File: src/rtl/katp_regfile_pkg.sv
// Shared definitions for the register-pair transfer controller.
// Macro XFER_SWAP_EN adds the SWAP8 states to the state encoding.
package katp_regfile_pkg;

  localparam logic [1:0] MODE_MOVE8  = 2'b00;
  localparam logic [1:0] MODE_MOVE16 = 2'b01;
  localparam logic [1:0] MODE_LOADI8 = 2'b10;
  localparam logic [1:0] MODE_SWAP8  = 2'b11;

  localparam logic HALF_L = 1'b0;
  localparam logic HALF_H = 1'b1;

  typedef enum logic [2:0] {
    IDLE   = 3'd0,
    RD     = 3'd1,
    WR     = 3'd2
`ifdef XFER_SWAP_EN
    ,
    SW_RD2 = 3'd3,
    SW_WR1 = 3'd4,
    SW_WR2 = 3'd5
`endif
  } xfer_state_t;

  typedef enum logic [1:0] {
    KIND_READ8   = 2'd0,
    KIND_WRITE8  = 2'd1,
    KIND_READ16  = 2'd2,
    KIND_WRITE16 = 2'd3
  } cs_kind_t;

  // True when a pair index addresses an existing pair.
  function automatic logic index_ok(input int unsigned idx, input int unsigned npairs);
    return idx < npairs;
  endfunction

  // True for the kinds that act on a whole pair rather than one half.
  function automatic logic kind_is16(input cs_kind_t kind);
    return (kind == KIND_READ16) || (kind == KIND_WRITE16);
  endfunction

endpackage

File: src/rtl/cs_decode.sv
// Turns a {pair index, half} selector plus an access kind into
// one-hot per-pair chip-select vectors for the L, H and 16-bit ports.
module cs_decode
  import katp_regfile_pkg::*;
#(
  parameter int NPAIRS = 4,
  localparam int IW = $clog2(NPAIRS)
) (
  input  logic [IW:0]       sel,
  input  cs_kind_t          kind,
  input  logic              en,
  output logic [NPAIRS-1:0] cs_l,
  output logic [NPAIRS-1:0] cs_h,
  output logic [NPAIRS-1:0] cs_16
);

  logic [IW-1:0] idx;

  assign idx = sel[IW:1];

  // Raise exactly one select for the addressed pair; 16-bit kinds ignore the half bit.
  always_comb begin
    cs_l  = '0;
    cs_h  = '0;
    cs_16 = '0;
    for (int i = 0; i < NPAIRS; i++) begin
      if (en && (idx == IW'(i))) begin
        if (kind_is16(kind)) begin
          cs_16[i] = 1'b1;
        end else if (sel[0] == HALF_L) begin
          cs_l[i] = 1'b1;
        end else begin
          cs_h[i] = 1'b1;
        end
      end
    end
  end

endmodule

File: src/rtl/regfile_xfer_ctrl.sv
// Bus-transfer initiator for an array of DoubleRegister8 pairs.
// Sequences MOVE8 / MOVE16 / LOADI8 (and SWAP8 when XFER_SWAP_EN is
// defined) as registered chip selects around the pairs' read latency.
module regfile_xfer_ctrl
  import katp_regfile_pkg::*;
#(
  parameter int NPAIRS = 4,
  localparam int IW = $clog2(NPAIRS)
) (
  input  logic              clk,
  input  logic              rst_n,
  input  logic              cmd_valid,
  output logic              cmd_ready,
  input  logic [1:0]        cmd_mode,
  input  logic [IW:0]       cmd_src,
  input  logic [IW:0]       cmd_dst,
  input  logic [7:0]        cmd_imm,
  input  logic [7:0]        bus8_rd,
  output logic [7:0]        bus8_drv,
  output logic              bus8_oe,
  output logic [NPAIRS-1:0] cs_l_in,
  output logic [NPAIRS-1:0] cs_h_in,
  output logic [NPAIRS-1:0] cs_16_in,
  output logic [NPAIRS-1:0] cs_l_1,
  output logic [NPAIRS-1:0] cs_h_1,
  output logic [NPAIRS-1:0] cs_16_1,
  output logic              done,
  output logic              cmd_err
);

  xfer_state_t state, state_n;
  logic [1:0]  mode_q;
  logic [IW:0] src_q, dst_q;

`ifdef XFER_SWAP_EN
  logic [7:0] tmp;
`else
  logic bus_unused;
  assign bus_unused = ^bus8_rd;
`endif

  logic accept, cmd_bad, src_bad, dst_bad, mode_bad;

  logic        rd_en, wr_en;
  cs_kind_t    rd_kind, wr_kind;
  logic [IW:0] rd_sel, wr_sel;
  logic        oe_n, done_n, err_n, ready_n;
  logic [7:0]  drv_n;

  logic [NPAIRS-1:0] rd_l_n, rd_h_n, rd_16_n;
  logic [NPAIRS-1:0] wr_l_n, wr_h_n, wr_16_n;

  assign accept  = cmd_valid & cmd_ready;
  assign src_bad = !index_ok(32'(cmd_src[IW:1]), NPAIRS);
  assign dst_bad = !index_ok(32'(cmd_dst[IW:1]), NPAIRS);
`ifdef XFER_SWAP_EN
  assign mode_bad = 1'b0;
`else
  assign mode_bad = (cmd_mode == MODE_SWAP8);
`endif
  assign cmd_bad = mode_bad || dst_bad || ((cmd_mode != MODE_LOADI8) && src_bad);

  // Decide what the next cycle does: next state, which selects to raise and the strobes.
  always_comb begin
    state_n = state;
    rd_en   = 1'b0;
    wr_en   = 1'b0;
    rd_kind = KIND_READ8;
    wr_kind = KIND_WRITE8;
    rd_sel  = src_q;
    wr_sel  = dst_q;
    oe_n    = 1'b0;
    drv_n   = 8'h00;
    done_n  = 1'b0;
    err_n   = 1'b0;
    ready_n = cmd_ready;
    case (state)
      IDLE: begin
        if (accept) begin
          if (cmd_bad) begin
            err_n = 1'b1;
          end else begin
            case (cmd_mode)
              MODE_MOVE8: begin
                state_n = RD;
                ready_n = 1'b0;
                rd_en   = 1'b1;
                rd_sel  = cmd_src;
              end
              MODE_MOVE16: begin
                state_n = RD;
                ready_n = 1'b0;
                rd_en   = 1'b1;
                rd_kind = KIND_READ16;
                rd_sel  = cmd_src;
                wr_en   = 1'b1;
                wr_kind = KIND_WRITE16;
                wr_sel  = cmd_dst;
                done_n  = 1'b1;
              end
              MODE_LOADI8: begin
                state_n = WR;
                ready_n = 1'b0;
                wr_en   = 1'b1;
                wr_sel  = cmd_dst;
                oe_n    = 1'b1;
                drv_n   = cmd_imm;
                done_n  = 1'b1;
              end
`ifdef XFER_SWAP_EN
              MODE_SWAP8: begin
                state_n = RD;
                ready_n = 1'b0;
                rd_en   = 1'b1;
                rd_sel  = cmd_src;
              end
`endif
              default: begin
                state_n = IDLE;
              end
            endcase
          end
        end
      end
      RD: begin
        if (mode_q == MODE_MOVE16) begin
          state_n = IDLE;
          ready_n = 1'b1;
`ifdef XFER_SWAP_EN
        end else if (mode_q == MODE_SWAP8) begin
          state_n = SW_RD2;
          rd_en   = 1'b1;
          rd_sel  = dst_q;
`endif
        end else begin
          state_n = WR;
          wr_en   = 1'b1;
          wr_sel  = dst_q;
          done_n  = 1'b1;
        end
      end
      WR: begin
        state_n = IDLE;
        ready_n = 1'b1;
      end
`ifdef XFER_SWAP_EN
      SW_RD2: begin
        state_n = SW_WR1;
        wr_en   = 1'b1;
        wr_sel  = src_q;
      end
      SW_WR1: begin
        state_n = SW_WR2;
        wr_en   = 1'b1;
        wr_sel  = dst_q;
        oe_n    = 1'b1;
        drv_n   = tmp;
        done_n  = 1'b1;
      end
      SW_WR2: begin
        state_n = IDLE;
        ready_n = 1'b1;
      end
`endif
      default: begin
        state_n = IDLE;
        ready_n = 1'b1;
      end
    endcase
  end

  cs_decode #(.NPAIRS(NPAIRS)) u_rd_decode (
    .sel   (rd_sel),
    .kind  (rd_kind),
    .en    (rd_en),
    .cs_l  (rd_l_n),
    .cs_h  (rd_h_n),
    .cs_16 (rd_16_n)
  );

  cs_decode #(.NPAIRS(NPAIRS)) u_wr_decode (
    .sel   (wr_sel),
    .kind  (wr_kind),
    .en    (wr_en),
    .cs_l  (wr_l_n),
    .cs_h  (wr_h_n),
    .cs_16 (wr_16_n)
  );

  // Register state, every output and the captured command so nothing reaches the pairs combinationally.
  always_ff @(posedge clk) begin
    if (!rst_n) begin
      state     <= IDLE;
      cmd_ready <= 1'b1;
      cs_l_1    <= '0;
      cs_h_1    <= '0;
      cs_16_1   <= '0;
      cs_l_in   <= '0;
      cs_h_in   <= '0;
      cs_16_in  <= '0;
      bus8_oe   <= 1'b0;
      bus8_drv  <= 8'h00;
      done      <= 1'b0;
      cmd_err   <= 1'b0;
      mode_q    <= MODE_MOVE8;
      src_q     <= '0;
      dst_q     <= '0;
`ifdef XFER_SWAP_EN
      tmp       <= 8'h00;
`endif
    end else begin
      state     <= state_n;
      cmd_ready <= ready_n;
      cs_l_1    <= rd_l_n;
      cs_h_1    <= rd_h_n;
      cs_16_1   <= rd_16_n;
      cs_l_in   <= wr_l_n;
      cs_h_in   <= wr_h_n;
      cs_16_in  <= wr_16_n;
      bus8_oe   <= oe_n;
      bus8_drv  <= drv_n;
      done      <= done_n;
      cmd_err   <= err_n;
      if (accept) begin
        mode_q <= cmd_mode;
        src_q  <= cmd_src;
        dst_q  <= cmd_dst;
      end
`ifdef XFER_SWAP_EN
      if (state == SW_RD2) begin
        tmp <= bus8_rd;
      end
`endif
    end
  end

endmodule

File: config.mk
export PLATFORM = sky130hd
export DESIGN_NAME = regfile_xfer_ctrl
export DESIGN_NICKNAME = d
export VERILOG_FILES = /design/src/rtl/katp_regfile_pkg.sv /design/src/rtl/cs_decode.sv /design/src/rtl/regfile_xfer_ctrl.sv
export SDC_FILE = /design/constraint.sdc
export NUM_CORES = 1
export LEC_CHECK = 0
export ABC_AREA = 0
export ABC_CLOCK_PERIOD_IN_PS = 1500
export BUFFER_PORTS_ARGS = -buffer_cell sky130_fd_sc_hd__buf_2
export CAP_MARGIN = 20
export CELL_PAD_IN_SITES_DETAIL_PLACEMENT = 1
export CELL_PAD_IN_SITES_GLOBAL_PLACEMENT = 1
export CORE_MARGIN = 2
export CORE_UTILIZATION = 33
export CTS_BUF_LIST = sky130_fd_sc_hd__clkbuf_8
export DETAILED_ROUTE_END_ITERATION = 12
export HOLD_SLACK_MARGIN = 0.15
export PLACE_DENSITY = 0.85
export REMOVE_ABC_BUFFERS = 1
export SLEW_MARGIN = 10
export SYNTH_ARGS = -nofsm -noshare
export SYNTH_HDL_FRONTEND = slang
export SYNTH_SLANG_ARGS = --single-unit
File: constraint.sdc
create_clock -name clk -period 1.5 [get_ports clk]
set_clock_uncertainty 0.1 [all_clocks]
set_input_delay 0.15 -clock clk [delete_from_list [all_inputs] [get_ports clk]]
set_output_delay 0.15 -clock clk [all_outputs]
set_load 0.1 [all_outputs]
==> impl_results.md <==
- Status: complete, but fails checks
- Failing checks: negative setup slack
- Critical path class: register to register
- Pin count of the biggest net entering global routing: 15
- Post-synthesis sequential area ratio: ~55%
- Commonest non-fill, non-tap cell in the layout: buf_2
- Final setup viols: 6
- Layout overhead on the synthesized area: 54.62%
- Avg WL per Cell: 13.59 um
- Post-synth EDFFs: 0
- Via/cell ratio: 4.537
- Post-route ant nets: 0
- Routability congestion estimate: about 0.74
- Leakage: roughly 0.0011 uW
- Skew-Pair Late Insertion Delay: about 0.30 ns
- Port bufs: between 50 and 60
- Number of diodes: 0
- Synthesized area: 0.001613 mm2
- Area of the die: between 0.005 and 0.006 mm2
- # nets final: ~280
- Worst-path clk slew: roughly 0.09 ns
- Top_reg_cell synth: dfxtp_1
- Final min period: 1.540 ns
- R2R Setup Slk: -0.04 ns
- Design area: approximately 0.0025 mm2
- DP Worst Slack: -0.1970 ns
- DR pass1 iterations: 4
- Post-DP Area: 0.002100 mm2
- Unrepaired setup endpoints after global routing: yes
- CTS tree: built
- R2r startpoint: state[0]
- DIE HEIGHT: between 70 and 80 um
- DRT Wirelength: ~4.3 mm
- Clock Tree Buf Depth: 2
- Total grt overflow: 0
- Cell total after placement: 290
- DRC viols: 0
- Vias in the first global route: between 1,000 and 1,500
- Setup slack after layout: -0.03999 ns
- Worst EP required: roughly 1.6 ns
- Die X-Extent: 73.91 um
- Via count: 1,429
- Crit path from: state[0]
- Fin cells: ~320
- Worst Tran Pin Value: just over 0.5 ns
- Slew HR: 66.35%
- Startpoint Class: register
- Max Cap Violations: 0
- Mean area per synthesized cell: 10.34 um2
- IO Pins: 63
- DP Wirelength: 2.807 mm
- Async set-reset flop share out of synthesis: 0%
- Starting density of the core: between 30 and 40%
- Initial antenna violation count: 0
- Final design utilization: around 53%
- CTS sink count: 44
- Most frequent cells in the layout: buf_2 (53), dfxtp_1 (42), buf_4 (18)
- Number of library cell types mapped by synthesis: 34
- Final Hold Fails: 0
- Proportion of layout cells with a drive suffix above 1: approximately 46%
- #FFs+latches synth: 44
- H-Tree Depth: 2
- Mapped Cells: between 150 and 200
- Cts hold-fix bufs: 15
- Final Max Slew Viols: 0
- Synth warn: 0
- Worst Setup EP: cs_l_1[0]
- Final Cycle Share: 102.7%
- # rows: 25
- R2r worst-path depth: 5
- Cts bufs inserted: 5
- Critical path data arrival time: roughly 1.7 ns
- Reg-to-Reg End: cs_l_1[0]
- Peak supply drop: roughly 0.00052 V
- Core Footprint: approximately 0.0047 mm2
- Power density over cell area: roughly 1100 mW/mm2
- CTS Root Cell: clkbuf_8
- Type of the worst min-delay path: primary input to register
- First-pass GRT wire length: 7.051 mm
- Max Fclk: roughly 0.65 GHz
- Hold slack: roughly 0.1 ns
- Global router's overall resource usage: between 10% and 20%
- Critical Path End Type: register
- Worst-path maximum fanout: 8
- Initial drt markers: between 50 and 60
==> kinds of logic after synthesis <==
| family | count (synthesis) | share of synthesized area [%] |
|---|---|---|
| AOI/OAI and AO/OA | 19 | 8.300 |
| adders and majority gates | 4 | 3.103 |
| and+or+nand+nor | 79 | 30.57 |
| buffers and inverters | 9 | 2.793 |
| muxes | 1 | 0.6207 |
| DFF | 44 | 54.62 |
==> where the power goes <==
group | internal (uW) | leakage (uW) | switching (uW)
logic | 183 | 0.000724 | 273
registers | 1190 | 0.000356 | 17.4
clock network | 545 | 0.0000614 | 412
==> worst max-delay path, cell delays in order, from the launching register on <==
cell	delay (ns)
dfxtp_2	0.35
nand4bb_4	0.26
nor3_2	0.22
mux2i_1	0.20
buf_4	0.17
nor3b_2	0.17
==> sequential cells by signal (all words and copies together), names as in the netlist, 3 cells and up <==
register and count:
cs_l_1 4, cs_h_in 4, cs_l_in 4, cs_16_in 4
dst_q 3, cs_h_1 4, bus8_drv 8, cs_16_1 4
==> routing by layer <==
layer / share of wire [%] / up-vias / global-route usage [%] / routed length [um]
met2: 52 / 36 / 30.16 / 2211
met5: 0 / - / 0 / 0
met4: 1.7 / 0 / 4.848 / 72
li1: - / 713 / - / -
met3: 3.8 / 9 / 3.704 / 161
met1: 43 / 671 / 20.07 / 1835
==> synth_stat cells, drive strengths merged, types with 2 or more instances <==
| cell type | n | area, um2 |
|---|---|---|
| nand3 | 3 | 15.01 |
| nor4b | 2 | 32.53 |
| nand2b | 5 | 31.28 |
| nor2 | 14 | 52.55 |
| nand2 | 17 | 63.81 |
| nand3b | 2 | 15.01 |
| a21oi | 6 | 30.03 |
| and2 | 11 | 68.82 |
| inv | 4 | 15.01 |
| nor4 | 2 | 12.51 |
| clkbuf | 3 | 11.26 |
| ha | 4 | 50.05 |
| buf | 2 | 18.77 |
| dfxtp | 44 | 880.8 |
| o21ai | 5 | 40.03 |
| nor3b | 5 | 52.55 |
| a21boi | 6 | 45.04 |
| nor3 | 10 | 60.06 |
==> worst min-delay path by stage <==
stage                       end       start  cells past startpoint  slack [ns]
finish                mode_q[1]       rst_n                      2         0.1
global route          mode_q[1]       rst_n                      2        0.11
CTS                   mode_q[1]       rst_n                      2         0.1
detailed placement  bus8_drv[1]  cmd_imm[1]                      2        0.25
global placement    bus8_drv[4]  cmd_imm[4]                      2        0.25
floorplan           bus8_drv[0]  cmd_imm[0]                      1        0.17
==> metrics by stage <==
stage	power (uW)	setup TNS (ns)
global placement	1606	-1.550
floorplan	1466	-25.00
global route	2721	-1.196
finish	2625	-0.1658
detailed placement	1621	-2.498
CTS	2612	-0.1728
==> cell type report <==
| cell class | count | area [um2] |
|---|---|---|
| Sequential cell | 44 | 883.3 |
| Timing Repair Buffer | 89 | 601.8 |
| Clock buffer | 6 | 82.58 |
| Inverter | 4 | 15.01 |
| Fill cell | 539 | 2230 |
| Tap cell | 67 | 83.83 |
| Clock inverter | 2 | 38.79 |
| Multi-Input combinational cell | 103 | 788.3 |
==> timing repair <==
action | in CTS | in global routing
endpoints found under the setup margin | 28 | 30
gates resized for setup | 12 | 16
setup buffers | 0 | 2
hold endpoints to repair | 30 | 9
pin swaps | 3 | 4
Power figures use the tool's default switching activity.
